**src/rtl/sigmoid_if.sv**
```systemverilog
// Streaming handshake bundle for sigmoid_pipe.
// Input side:  in_valid / in_ready / in_data / in_mode / in_tag
// Output side: out_valid / out_ready / out_data / out_sat / out_tag
// slave  : seen from the pipeline (consumes in_*, produces out_*)
// master : seen from the surrounding logic (produces in_*, consumes out_*)
interface sigmoid_if #(
  parameter int BITS  = 16,
  parameter int TAG_W = 4
);
  logic             in_valid;
  logic             in_ready;
  logic [BITS-1:0]  in_data;
  logic             in_mode;
  logic [TAG_W-1:0] in_tag;
  logic             out_valid;
  logic             out_ready;
  logic [BITS-1:0]  out_data;
  logic             out_sat;
  logic [TAG_W-1:0] out_tag;

  modport slave (
    input  in_valid, in_data, in_mode, in_tag, out_ready,
    output in_ready, out_valid, out_data, out_sat, out_tag
  );

  modport master (
    output in_valid, in_data, in_mode, in_tag, out_ready,
    input  in_ready, out_valid, out_data, out_sat, out_tag
  );
endinterface

```
**src/rtl/sigmoid_pipe.sv**
```systemverilog
// Three-stage streaming piecewise-linear sigmoid / tanh.
//   clock : rising-edge clock
//   rst   : synchronous reset, active-high
//   bus   : sigmoid_if.slave handshake bundle
//           in_*  : signed Q(BITS-FRAC).FRAC sample, mode (0 sigmoid, 1 tanh), tag
//           out_* : signed result in the same Q-format, flat-region flag, tag
// S1 forms x' and its magnitude and picks the segment, S2 evaluates the
// positive-half line, S3 mirrors for negative inputs and applies the tanh map.
module sigmoid_pipe #(
  parameter int BITS  = 16,
  parameter int FRAC  = 8,
  parameter int TAG_W = 4
) (
  input  logic     clock,
  input  logic     rst,
  sigmoid_if.slave bus
);

  if (FRAC < 5 || BITS - FRAC < 4) begin : g_bad_params
    $error("sigmoid_pipe: FRAC must be >= 5 and BITS-FRAC must be >= 4");
  end

  typedef enum logic [1:0] {SEG0, SEG1, SEG2, SEG3} seg_e;

  localparam logic [BITS-1:0] ONE    = BITS'(1)  << FRAC;
  localparam logic [BITS-1:0] HALF   = BITS'(1)  << (FRAC - 1);
  localparam logic [BITS-1:0] BRK1   = BITS'(19) << (FRAC - 3);  // 2.375
  localparam logic [BITS-1:0] BRK2   = BITS'(5)  << FRAC;        // 5.0
  localparam logic [BITS-1:0] OFS1   = BITS'(5)  << (FRAC - 3);  // 0.625
  localparam logic [BITS-1:0] OFS2   = BITS'(27) << (FRAC - 5);  // 0.84375
  localparam logic [BITS-1:0] MAX_POS = {1'b0, {(BITS-1){1'b1}}};
  localparam logic [BITS-1:0] MIN_NEG = {1'b1, {(BITS-1){1'b0}}};
  localparam logic signed [BITS:0] SAT_HI = {2'b00, {(BITS-1){1'b1}}};
  localparam logic signed [BITS:0] SAT_LO = {2'b11, {(BITS-1){1'b0}}};

  typedef struct packed {
    logic             mode;
    logic [TAG_W-1:0] tag;
    logic             neg;
    seg_e             seg;
    logic [BITS-1:0]  mag;   // |x'| in S1, positive-half value p in S2
  } stage_t;

  // Handshake chain: a stage can take new data if it is empty or its
  // successor is taking its current content this cycle.
  logic v1, v2, v3;
  logic rdy1, rdy2, rdy3;

  // NOTE: ready runs combinationally from out_ready back to in_ready so a
  // single free slot anywhere lets the upstream bubbles collapse in one cycle.
  assign rdy3          = !v3 || bus.out_ready;
  assign rdy2          = !v2 || rdy3;
  assign rdy1          = !v1 || rdy2;
  assign bus.in_ready  = rdy1;
  assign bus.out_valid = v3;

  // ---------------- S1: x', magnitude, segment ----------------
  logic signed [BITS:0] x_ext, x_dbl;
  logic [BITS-1:0]      x_prime;
  stage_t               s1_nxt, s1;

  // NOTE: every variable gets its default at the top of the block, so no
  // path through the ifs can leave it unassigned and infer a latch.
  always_comb begin
    x_ext   = {bus.in_data[BITS-1], bus.in_data};
    x_dbl   = x_ext <<< 1;   // 2x of a BITS-bit value always fits in BITS+1
    x_prime = bus.in_data;
    if (bus.in_mode) begin
      if (x_dbl > SAT_HI)      x_prime = MAX_POS;
      else if (x_dbl < SAT_LO) x_prime = MIN_NEG;
      else                     x_prime = x_dbl[BITS-1:0];
    end

    s1_nxt      = '0;
    s1_nxt.mode = bus.in_mode;
    s1_nxt.tag  = bus.in_tag;
    s1_nxt.neg  = x_prime[BITS-1];
    if (x_prime == MIN_NEG)  s1_nxt.mag = MAX_POS;
    else if (s1_nxt.neg)     s1_nxt.mag = -x_prime;
    else                     s1_nxt.mag = x_prime;

    // Breakpoints belong to the upper segment.
    if (s1_nxt.mag < ONE)       s1_nxt.seg = SEG0;
    else if (s1_nxt.mag < BRK1) s1_nxt.seg = SEG1;
    else if (s1_nxt.mag < BRK2) s1_nxt.seg = SEG2;
    else                        s1_nxt.seg = SEG3;
  end

  // ---------------- S2: positive-half line ----------------
  stage_t s2_nxt, s2;

  always_comb begin
    s2_nxt = s1;
    unique case (s1.seg)
      SEG0:    s2_nxt.mag = (s1.mag >> 2) + HALF;
      SEG1:    s2_nxt.mag = (s1.mag >> 3) + OFS1;
      SEG2:    s2_nxt.mag = (s1.mag >> 5) + OFS2;
      default: s2_nxt.mag = ONE;
    endcase
  end

  // ---------------- S3: mirror and tanh map ----------------
  // p <= ONE and 2*ONE fits below the sign bit, so the unsigned arithmetic
  // below wraps into the correct two's-complement result.
  logic [BITS-1:0] s_val, y_nxt;

  always_comb begin
    s_val = s2.neg ? (ONE - s2.mag) : s2.mag;
    y_nxt = s2.mode ? ((s_val << 1) - ONE) : s_val;
  end

  // NOTE: all state, payload included, is cleared by reset so the outputs
  // read as zero afterwards and flushed samples cannot leak out.
  // NOTE: registered state uses non-blocking assignments only, so every
  // stage samples its predecessor's pre-edge value.
  always_ff @(posedge clock) begin
    if (rst) begin
      v1           <= 1'b0;
      v2           <= 1'b0;
      v3           <= 1'b0;
      s1           <= '0;
      s2           <= '0;
      bus.out_data <= '0;
      bus.out_sat  <= 1'b0;
      bus.out_tag  <= '0;
    end else begin
      if (rdy1) begin
        v1 <= bus.in_valid;
        s1 <= s1_nxt;
      end
      if (rdy2) begin
        v2 <= v1;
        s2 <= s2_nxt;
      end
      if (rdy3) begin
        v3           <= v2;
        bus.out_data <= y_nxt;
        bus.out_sat  <= (s2.seg == SEG3);
        bus.out_tag  <= s2.tag;
      end
    end
  end

endmodule

```
**src/flat_wrapper.sv**
```systemverilog
// flat-port wrapper written by rule: the top's interface ports become plain ports
module sigmoid_pipe_flat 
#(
  parameter int BITS  = 16,
  parameter int FRAC  = 8,
  parameter int TAG_W = 4
)
  (clock, rst, bus_in_valid, bus_in_data, bus_in_mode, bus_in_tag, bus_out_ready, bus_in_ready, bus_out_valid, bus_out_data, bus_out_sat, bus_out_tag);
  sigmoid_if #(.BITS(BITS), .TAG_W(TAG_W)) bus_i ();
  input  logic clock;
  input  logic rst;
  input wire logic [$bits(bus_i.in_valid)-1:0] bus_in_valid;
  input wire logic [$bits(bus_i.in_data)-1:0] bus_in_data;
  input wire logic [$bits(bus_i.in_mode)-1:0] bus_in_mode;
  input wire logic [$bits(bus_i.in_tag)-1:0] bus_in_tag;
  input wire logic [$bits(bus_i.out_ready)-1:0] bus_out_ready;
  output wire logic [$bits(bus_i.in_ready)-1:0] bus_in_ready;
  output wire logic [$bits(bus_i.out_valid)-1:0] bus_out_valid;
  output wire logic [$bits(bus_i.out_data)-1:0] bus_out_data;
  output wire logic [$bits(bus_i.out_sat)-1:0] bus_out_sat;
  output wire logic [$bits(bus_i.out_tag)-1:0] bus_out_tag;
  assign bus_i.in_valid = bus_in_valid;
  assign bus_i.in_data = bus_in_data;
  assign bus_i.in_mode = bus_in_mode;
  assign bus_i.in_tag = bus_in_tag;
  assign bus_i.out_ready = bus_out_ready;
  assign bus_in_ready = bus_i.in_ready;
  assign bus_out_valid = bus_i.out_valid;
  assign bus_out_data = bus_i.out_data;
  assign bus_out_sat = bus_i.out_sat;
  assign bus_out_tag = bus_i.out_tag;
  sigmoid_pipe #(.BITS(BITS), .FRAC(FRAC), .TAG_W(TAG_W)) u_core (.clock(clock), .rst(rst), .bus(bus_i));
endmodule
```
**config.mk**
```make
export PLATFORM = sky130hd
export DESIGN_NAME = sigmoid_pipe_flat
export DESIGN_NICKNAME = d
export VERILOG_FILES = /design/src/rtl/sigmoid_if.sv /design/src/rtl/sigmoid_pipe.sv /design/src/flat_wrapper.sv
export SDC_FILE = /design/constraint.sdc
export NUM_CORES = 1
export LEC_CHECK = 0
export ABC_CLOCK_PERIOD_IN_PS = 2900
export CAP_MARGIN = 5
export CORE_AREA = 2 2 92 94
export CTS_CLUSTER_SIZE = 14
export DETAILED_ROUTE_END_ITERATION = 6
export DIE_AREA = 0 0 94 96
export PLACE_DENSITY = 0.79
export SLEW_MARGIN = 0
export SYNTH_ARGS = -nofsm -noshare
export SYNTH_HDL_FRONTEND = slang
export SYNTH_SLANG_ARGS = --single-unit
```
**constraint.sdc**
```tcl
create_clock -name clock -period 2.9 [get_ports clock]
set_input_delay 0.29 -clock clock [delete_from_list [all_inputs] [get_ports clock]]
set_output_delay 0.29 -clock clock [all_outputs]
set_load 0.02 [all_outputs]
```
==> results.cfg <==
[status]
outcome = complete, no violations

[sta]
tightest_slew_ps = 899
finClkSkew_ps = 11.5
rsz0062_at_grt = false
finalHoldViolCount = 0
slew_viol_final = 0
period_needed_ps = 2630
layout_setup_ws_ps = 269
fin_crit_sh = 0.907
whs_ps = 449
max-slew-margin-rel = 0.400
max_freq_mhz = 380
setup_violations = 0

[critical_path]
crit_path_cell_trace = nor4_4 > a211oi_1 > a2111oi_2 > nand2_1 > nor4_2 > xnor2_1 > a211oi_1 > nor3_1
cp-start-kind = flip-flop
slowest_stage = nor4_4
r2r_setup_slack_ps = 270
path_delay_family = simple AND/OR/NAND/NOR gates
cpMostUsedCell = a211oi_1
cp.buffers_inverters = 0
cp-end-kind = flip-flop
critPathArrivalTime_ps = 2830
critical_path_class = reg -> reg
path_max_fanout = 10
cp.required_ps = 3100
slowest_delay_ps = 530

[drt]
avgViaCountPerCell = 5.88
ant_nets = 0
drt-total-wl_um = 10700
drcViolationCount = 0
drtIter0Drc = 205
vias = 4471
firstDrtPassIters = 4
routedWlPerCell_um = 14.0

[synthesis]
synth_top_cells_by_count = 101 x nand2_1, 69 x dfxtp_1, 60 x nor2_1
synth_cell_type_count = 68
ys_ff_latch = 69
yosysWarnings = 0
post-synth-top-count-cell = nand2_1
netlist_instances = 617
synth_top_cell_by_area = dfxtp_1
avgSynthCellArea_um2 = 7.30
synth_edf_count = 0
synth_nets = 649
ys_seq_area_frac = 0.307
synth_area_leaders = dfxtp_1 31%, nand2_1 8.4%, a21oi_1 6.3%
synthesis.area_um2 = 4510
synth_top_area_share = 0.307
async_flop_share = 0
synth_ff_type = dfxtp_1

[place]
hpwl_um = 7830
place_area_um2 = 5110
io_buffers = 47
pre_cts_ws_ps = -39.1
place_congestion = 0.883

[floorplan]
start_util = 0.560
dieHeight_um = 96
coreArea_um2 = 8050
die_x_um = 94
rows = 33
die_area_um2 = 9020
io_pins = 48

[cts]
clk_pin_slew_ps = 90
cts_setup_buffers = 0
clock_latency_ps = 350
htree_num_levels = 3
cts_tree = yes
clock_path_buffers = 2
root_buffer = clkbuf_8
numCtsBuffers = 9
cts_sinks = 69

[job]
cap_violations = 0

[layout]
fin_area_um2 = 5310
fin_nets = 683
insertedDiodeCount = 0
area_growth_pct = 17.8
multi_input_area_um2 = 2870
layout-drive-gt1-share = 0.0915
ff_latch_area_um2 = 1380
fillers = 684

[global_routing]
grt_pass1_wl_um = 18000
grt_max_degree = 38
gr-usage-all-layers = 0.244
grt-ovfl-total = 0
first_global_vias = 4022
antenna_found_initial = 0

[power]
pwr-share-comb = 0.247
seqPwrFrac = 0.447
p_sw_mw = 0.802
clkPwrFrac = 0.306
internal_power_mw = 1.62
swShare = 0.332
vdd_drop_max_mv = 0.274
p_total_mw = 2.42
power.density_nw_per_um2 = 456
power.leakage_nw = 2.01

[min_path]
worstHoldPathType = reg -> reg
-- cell usage in the layout (no fill, tap or decap), types with 3 or more instances in the layout --
cell type        instances
a211oi_1                20
a21oi_1                 57
a22o_1                   3
a31oi_1                  9
and2_1                   3
and3_1                   5
buf_4                   29
clkbuf_8                 9
clkdlybuf4s50_1         46
dfxtp_1                 69
ha_1                     7
inv_1                   16
inv_6                    4
mux2i_1                 12
nand2_1                101
nand2b_1                 8
nand3_1                 18
nand3b_1                 4
nor2_1                  60
nor2b_1                  4
nor3_1                  14
o2111ai_1                3
o211a_1                  3
o211ai_1                 4
o21a_1                   3
o21ai_0                 40
o221ai_1                 8
o22ai_1                  5
o31ai_1                  3
o41ai_1                  3
or3_1                    5
xnor2_1                 16
xor2_1                  17
-- timing repair --
action	CTS	global route
gates resized for setup	0	2
setup endpoints to repair	0	4
hold buffers	0	0
-- power groups by stage --
stage          logic (mW)  clock network, mW  registers [mW]
2_1_floorplan       0.411                  0            1.09
3_3_place_gp        0.573                  0            1.10
3_5_place_dp        0.590                  0            1.10
4_1_cts             0.593              0.752            1.08
5_1_grt             0.666              0.799            1.09
6_report            0.597              0.739            1.08
-- layer usage --
layer	global-route usage	up-vias	share of wire
met5	0	-	0
met1	0.305	2081	0.44
li1	-	2263	-
met3	0.0462	16	0.043
met4	0.0809	0	0.018
met2	0.425	111	0.50
-- sequential cells by signal, summed over array words and instances (netlist names) --
signal / flops
u_core.bus.out_valid: 1
u_core.bus.out_tag: 4
u_core.v1: 1
u_core.bus.out_data: 16
u_core.s1: 22
u_core.bus.out_sat: 1
u_core.v2: 1
u_core.s2: 23
-- tightest hold or removal path, cell delays in order, from the launching register on --
cell and delay, ps:
dfxtp_1 320, nand2_1 50, a21oi_1 50
-- through the flow --
stage,std cells,TNS [ps],utilization
floorplan,617,0,-
global placement,745,-0.633,0.635
detailed placement,745,-40.6,0.635
CTS,761,0,0.658
global route,761,0,0.659
finish,761,0,0.659
-- kinds of logic (layout without fill, tap and decap cells) --
logic type,Yosys count,count (layout),share of synthesized area
AO/OA/AOI/OAI,188,188,0.276
XOR/XNOR,33,33,0.0641
adder cells (fa/ha/maj),9,9,0.0239
buffers and inverters,69,108,0.0600
flip-flops,69,69,0.307
multiplexers,13,13,0.0292
AND/OR/NAND/NOR,236,236,0.240
-- worst paths after layout --
check / end / cells past startpoint / startpoint
setup reg to reg: u_core.bus.out_data[15]$_SDFFE_PP0P_ / 8 / u_core.s2[3]$_SDFFE_PP0P_
hold / removal: u_core.bus.out_tag[2]$_SDFFE_PP0P_ / 2 / u_core.s2[21]$_SDFFE_PP0P_
setup / recovery: u_core.bus.out_data[15]$_SDFFE_PP0P_ / 8 / u_core.s2[3]$_SDFFE_PP0P_
hold reg to reg: u_core.bus.out_tag[2]$_SDFFE_PP0P_ / 2 / u_core.s2[21]$_SDFFE_PP0P_
-- layout make-up --
class	count	share of cell area
inverter	16	0.0113
timing repair buffer	76	0.129
clock inverter	7	0.0118
clock buffer	9	0.0233
sequential	69	0.260
multi-input combinational	479	0.540
tap	105	0.0248
Power figures use the tool's default switching activity.
==> RTL change 1, RTL diff (same settings) <==
Remove the case item `SEG0` of the case on `s1.seg`.
--- a/src/rtl/sigmoid_pipe.sv
+++ b/src/rtl/sigmoid_pipe.sv
@@ -94,3 +94,2 @@
     unique case (s1.seg)
-      SEG0:    s2_nxt.mag = (s1.mag >> 2) + HALF;
       SEG1:    s2_nxt.mag = (s1.mag >> 3) + OFS1;
Formal check against the unedited RTL: not equivalent (Yosys sat finds a counterexample within 4 cycles, from zero or initial values and one cycle with rst high).
==> RTL change 1 against the unedited design <==
Core utilization decreased by 4.4 points; cell area is 6.7% lower; maximum frequency is 2.8% lower; register-to-register slack improved by 0.03 ns; power shrank 5.1%; sequential cell count is 2 lower; first-iteration DRC count is 38% lower; setup slack worse by 0.075 ns; critical path depth increased by 3; synthesized area shrank 12%; wire length fell by 12%; die area unchanged; count of clock-buffer cells in the layout unchanged; largest power group unchanged.
==> RTL change 1: results (changes against the unedited design) <==
| Metric | Value |
|---|---|
| Fill cells | `719 (was 684)` |
| Top cells by area, synth | `dfxtp_1 34%, nand2_1 8.7%, a21oi_1 6.3% (was dfxtp_1 31%, nand2_1 8.4%, a21oi_1 6.3%)` |
| RD Place Congestion | `0.9469 (was 0.8829)` |
| Largest net degree at the start of global routing | `32 (was 38)` |
| Worst slew pin tran | `0.9952 ns (was 0.8990 ns)` |
| Global-route wire length before repair | `15.69 mm (was 18.00 mm)` |
| Wire length on met1 | `4.012 mm (was 4.721 mm)` |
| Seq/Total Area, Yosys | `33.97% (was 30.66%)` |
| Nets | `616 (was 683)` |
| Placed Area | `4727 µm² (was 5110 µm²)` |
| Met2 Routed Length | `4.814 mm (was 5.304 mm)` |
| WP data arrival | `2.99 ns (was 2.83 ns)` |
| Largest regs | `u_core.s2 x22, u_core.s1 x21, u_core.bus.out_data x16 (was u_core.s2 x23, u_core.s1 x22, u_core.bus.out_data x16)` |
| Net Sw Frac | `31.73% (was 33.18%)` |
| Drt initial violations | `128 (was 205)` |
| Layout cells sized above 1 | `14.07% (was 9.146%)` |
| M2 GR Usage | `40.77% (was 42.50%)` |
| Syn_nets | `549 (was 649)` |
| Routed via count | `3761 (was 4471)` |
| Gate Count Post-Synth | `518 (was 617)` |
| Initial antenna violation count | `0 (unchanged)` |
| Worst ir drop on vdd | `217.5 µV (was 273.9 µV)` |
| Met1 usage | `24.01% (was 30.50%)` |
| Via density | `5.412 (was 5.875)` |
| GRT Total Usage | `21.70% (was 24.43%)` |
| Slowest stage delay, CP | `0.56 ns (was 0.53 ns)` |
| Post-synth top cells | `91 x nand2_1, 67 x dfxtp_1, 51 x nor2_1, 50 x a21oi_1, 28 x clkbuf_1 (was 101 x nand2_1, 69 x dfxtp_1, 60 x nor2_1, 57 x a21oi_1, 45 x clkbuf_1)` |
| DP Cell Count | `678 (was 745)` |
| Slowest cell on the critical path | `or4_4 (was nor4_4)` |
| Number of global-route vias before repair | `3525 (was 4022)` |
| Met3 wire length | `253 µm (was 457 µm)` |
| Post-synth top area share | `33.97% (was 30.66%)` |
| Worst min path class | `in2reg (was reg2reg)` |
| CP Max Fanout | `4 (was 10)` |
| Routed length per instance | `13.46 µm (was 14.02 µm)` |
| Worst Skew | `0.01345 ns (was 0.01151 ns)` |
| GRT met3 Usage | `2.506% (was 4.620%)` |
| Outcome | `completed (unchanged)` |
==> RTL change 1: cell types whose count changed after synthesis, moves of 8 or more <==
cell / before / now
a211oi_1: 20 / 10
clkbuf_1: 45 / 28
nand2_1: 101 / 91
nor2_1: 60 / 51
o21ai_0: 40 / 26
o221ai_1: 8 / 0
==> RTL change 1: kinds of logic after synthesis <==
kind of cell,after synthesis,share of synthesized area [%]
compound gates,126,19.52
mux,16,5.070
fa+ha+maj,13,3.739
simple gates,210,24.46
flops,67,33.97
buf+inv,50,5.260
xor+xnor,36,7.985
==> RTL change 1: layout make-up <==
cell class,count,area [µm²],area share [%]
Sequential cell,67,1341,27.10
Tap cell,105,131.4,2.654
Clock buffer,9,123.9,2.503
Inverter,13,51.30,1.036
Multi-Input combinational cell,401,2436,49.22
Clock inverter,7,52.55,1.062
Timing Repair Buffer,93,813.3,16.43
==> RTL change 1: worst paths after layout <==
kind / startpoint / end / slack [ns] / cells past startpoint
worst max-delay path: bus_in_data[14] / u_core.s1[13] / 0.19 / 11
worst min-delay path: rst / u_core.s2[4] / 0.30 / 2
worst max register to register: u_core.s2[1] / u_core.bus.out_data[14] / 0.30 / 10
worst min register to register: u_core.bus.out_data[3] / u_core.bus.out_data[3] / 0.45 / 2
==> RTL change 1: power by group through the flow <==
stage	Clock, mW	Combinational [mW]	Sequential [mW]
after global placement	0	0.535	1.05
after floorplan	0	0.361	1.05
after detailed placement	0	0.549	1.06
after CTS	0.719	0.553	1.03
final	0.700	0.559	1.04
after global routing	0.746	0.619	1.04
==> RTL change 1: timing repair <==
action / 4_1_cts / 5_1_grt
hold endpoints to repair: 0 / 0
endpoints found under the setup margin: 0 / 6
gates resized for setup: 0 / 6
buffers inserted: 0 / 1
==> RTL change 2, RTL diff (same flow settings) <==
Made on the original files. `FRAC` is set to 8 in 2 places; all go to 6.
--- a/src/rtl/sigmoid_pipe.sv
+++ b/src/rtl/sigmoid_pipe.sv
@@ -10,3 +10,3 @@
   parameter int BITS  = 16,
-  parameter int FRAC  = 8,
+  parameter int FRAC  = 6,
   parameter int TAG_W = 4
--- a/src/flat_wrapper.sv
+++ b/src/flat_wrapper.sv
@@ -4,3 +4,3 @@
   parameter int BITS  = 16,
-  parameter int FRAC  = 8,
+  parameter int FRAC  = 6,
   parameter int TAG_W = 4
Behaviour: not the same (Yosys sat finds a counterexample within 4 cycles, from zero or initial values and one cycle with rst high).
==> RTL change 2 against the unedited design <==
Power grew 6.6%; global-route usage increased by 0.94 points; cell area is 1.7% higher; sequential share of layout area shrank 0.43 points; sequential cell count unchanged; clock skew fell by 0.00075 ns; setup slack better by 0.065 ns; wire length up 3.0%; synthesized area rose by 2.5%; combinational power rose by 5.4%; first-iteration DRC count is 23% higher; critical endpoint is now u_core.bus.out_data[13].
==> RTL change 2: results (changes against the unedited design) <==
| Metric | Value |
|---|---|
| Outcome | `completed (unchanged)` |
| Main synth FF type | `dfxtp_1 (unchanged)` |
| Syn_nets | `659 (was 649)` |
| Post_cts resized | `0 (unchanged)` |
| Distinct cell type count after synthesis | `73 (was 68)` |
| Global-route wire length before repair | `18.68 mm (was 18.00 mm)` |
| Seq/Total Area, Yosys | `29.91% (was 30.66%)` |
| Diode count | `0 (unchanged)` |
| Dpl ws | `0.06787 ns (was -0.03906 ns)` |
| WP data arrival | `2.81 ns (was 2.83 ns)` |
| Number of global-route vias before repair | `4186 (was 4022)` |
| Gate Count Post-Synth | `627 (was 617)` |
| Drt initial violations | `252 (was 205)` |
| Max Root-Sink Buffers | `2 (unchanged)` |
| Layout cells sized above 1 | `8.055% (was 9.146%)` |
| GRT Total Usage | `25.37% (was 24.43%)` |
| Initial antenna violation count | `0 (unchanged)` |
| Detailed-route wire length | `10.99 mm (was 10.67 mm)` |
| DP Cell Count | `747 (was 745)` |
| Routed via count | `4544 (was 4471)` |
| Post-synth top cells | `76 x nor2_1, 74 x nand2_1, 69 x dfxtp_1, 58 x a21oi_1, 49 x clkbuf_1 (was 101 x nand2_1, 69 x dfxtp_1, 60 x nor2_1, 57 x a21oi_1, 45 x clkbuf_1)` |
| Yosys warns | `0 (unchanged)` |
| Worst-Skew Late Latency | `0.34 ns` |
| PortBufs | `47 (unchanged)` |
| Top reg by flops | `u_core.s2 (unchanged)` |
| Async SR Flop Fraction | `0% (unchanged)` |
| Slowest cell on the critical path | `dfxtp_1 (was nor4_4)` |
| Post-CTS setup buffer count | `0 (unchanged)` |
| RD Place Congestion | `0.9281 (was 0.8829)` |
| Drt first pass iters | `5 (was 4)` |
| Clock-pin slew on the worst setup and hold paths | `0.07 ns (was 0.09 ns)` |
| CP Max Fanout | `7 (was 10)` |
| CTS Buf Count | `9 (unchanged)` |
| Worst min path class | `reg2reg (unchanged)` |
| Worst Skew | `0.01076 ns (was 0.01151 ns)` |
| Nets | `685 (was 683)` |
| Root Driver | `clkbuf_8 (unchanged)` |
| Relative slew margins | `40.67% (was 39.98%)` |
| CP top delay family | `compound AO/OA/AOI/OAI gates (was simple AND/OR/NAND/NOR gates)` |
| Pleak | `2.048 nW (was 2.014 nW)` |
| H-tree depth | `3 (unchanged)` |
| Placed Area | `5175 µm² (was 5110 µm²)` |
| Hpwl dp | `8.044 mm (was 7.829 mm)` |
| Largest net degree at the start of global routing | `37 (was 38)` |
| Slowest stage delay, CP | `0.39 ns (was 0.53 ns)` |
| Routed length per instance | `14.41 µm (was 14.02 µm)` |
| Worst ir drop on vdd | `311.6 µV (was 273.9 µV)` |
| Top cells by area, synth | `dfxtp_1 30%, a21oi_1 6.3%, nor2_1 6.2% (was dfxtp_1 31%, nand2_1 8.4%, a21oi_1 6.3%)` |
| Largest regs | `u_core.s2 x23, u_core.s1 x22, u_core.bus.out_data x16 (unchanged)` |
RTL change 2: cells by family after synthesis:
group	Yosys count	share of synthesized area, %
AOI/OAI and AO/OA	191	27.20
xor gates and xnor gates	46	8.724
adders and majority gates	10	2.547
buffers and inverters	72	6.150
DFF	69	29.91
muxes	12	2.601
and+or+nand+nor	227	22.87
RTL change 2: power by group:
part / switching (mW) / internal (mW) / total (mW)
logic: 0.337 / 0.292 / 0.629
registers: 0.0895 / 1.01 / 1.10
clock network: 0.365 / 0.485 / 0.849
total: 0.791 / 1.79 / 2.58
RTL change 2: routing by layer:
| layer | wire length [µm] | global-route usage [%] | share of wire (%) |
|---|---|---|---|
| met1 | 5081 | 32.05 | 46 |
| met2 | 5384 | 43.75 | 49 |
| met3 | 364 | 4.620 | 3.3 |
| met4 | 164 | 8.575 | 1.5 |
| met5 | 0 | 0 | 0 |
RTL change 2: area by class of cell:
class	instances	area, µm²
clock buffers	10	127.6
clock inverters	6	87.58
fillers	700	2654
inverters	15	56.30
multi-input cells	486	2960
flip-flops and latches	69	1381
well taps	105	131.4
repair buffers	72	653.1
RTL change 2: worst register-to-register path, cell delays in order, from the launching register on:
cell and delay, ns:
dfxtp_1 0.39, nor4_4 0.38, a21boi_1 0.24, o41a_1 0.39
xnor2_2 0.23, and3b_1 0.27, nand4_1 0.15, xnor2_1 0.17
a311oi_1 0.26
RTL change 2: worst paths after layout:
| check | from | to | slack (ns) | cells past startpoint |
|---|---|---|---|---|
| setup / recovery | u_core.s2[2] | u_core.bus.out_data[13] | 0.33 | 8 |
| hold / removal | u_core.bus.out_tag[1] | u_core.bus.out_tag[1] | 0.45 | 2 |
| setup reg to reg | u_core.s2[2] | u_core.bus.out_data[13] | 0.33 | 8 |
| hold reg to reg | u_core.bus.out_tag[1] | u_core.bus.out_tag[1] | 0.45 | 2 |
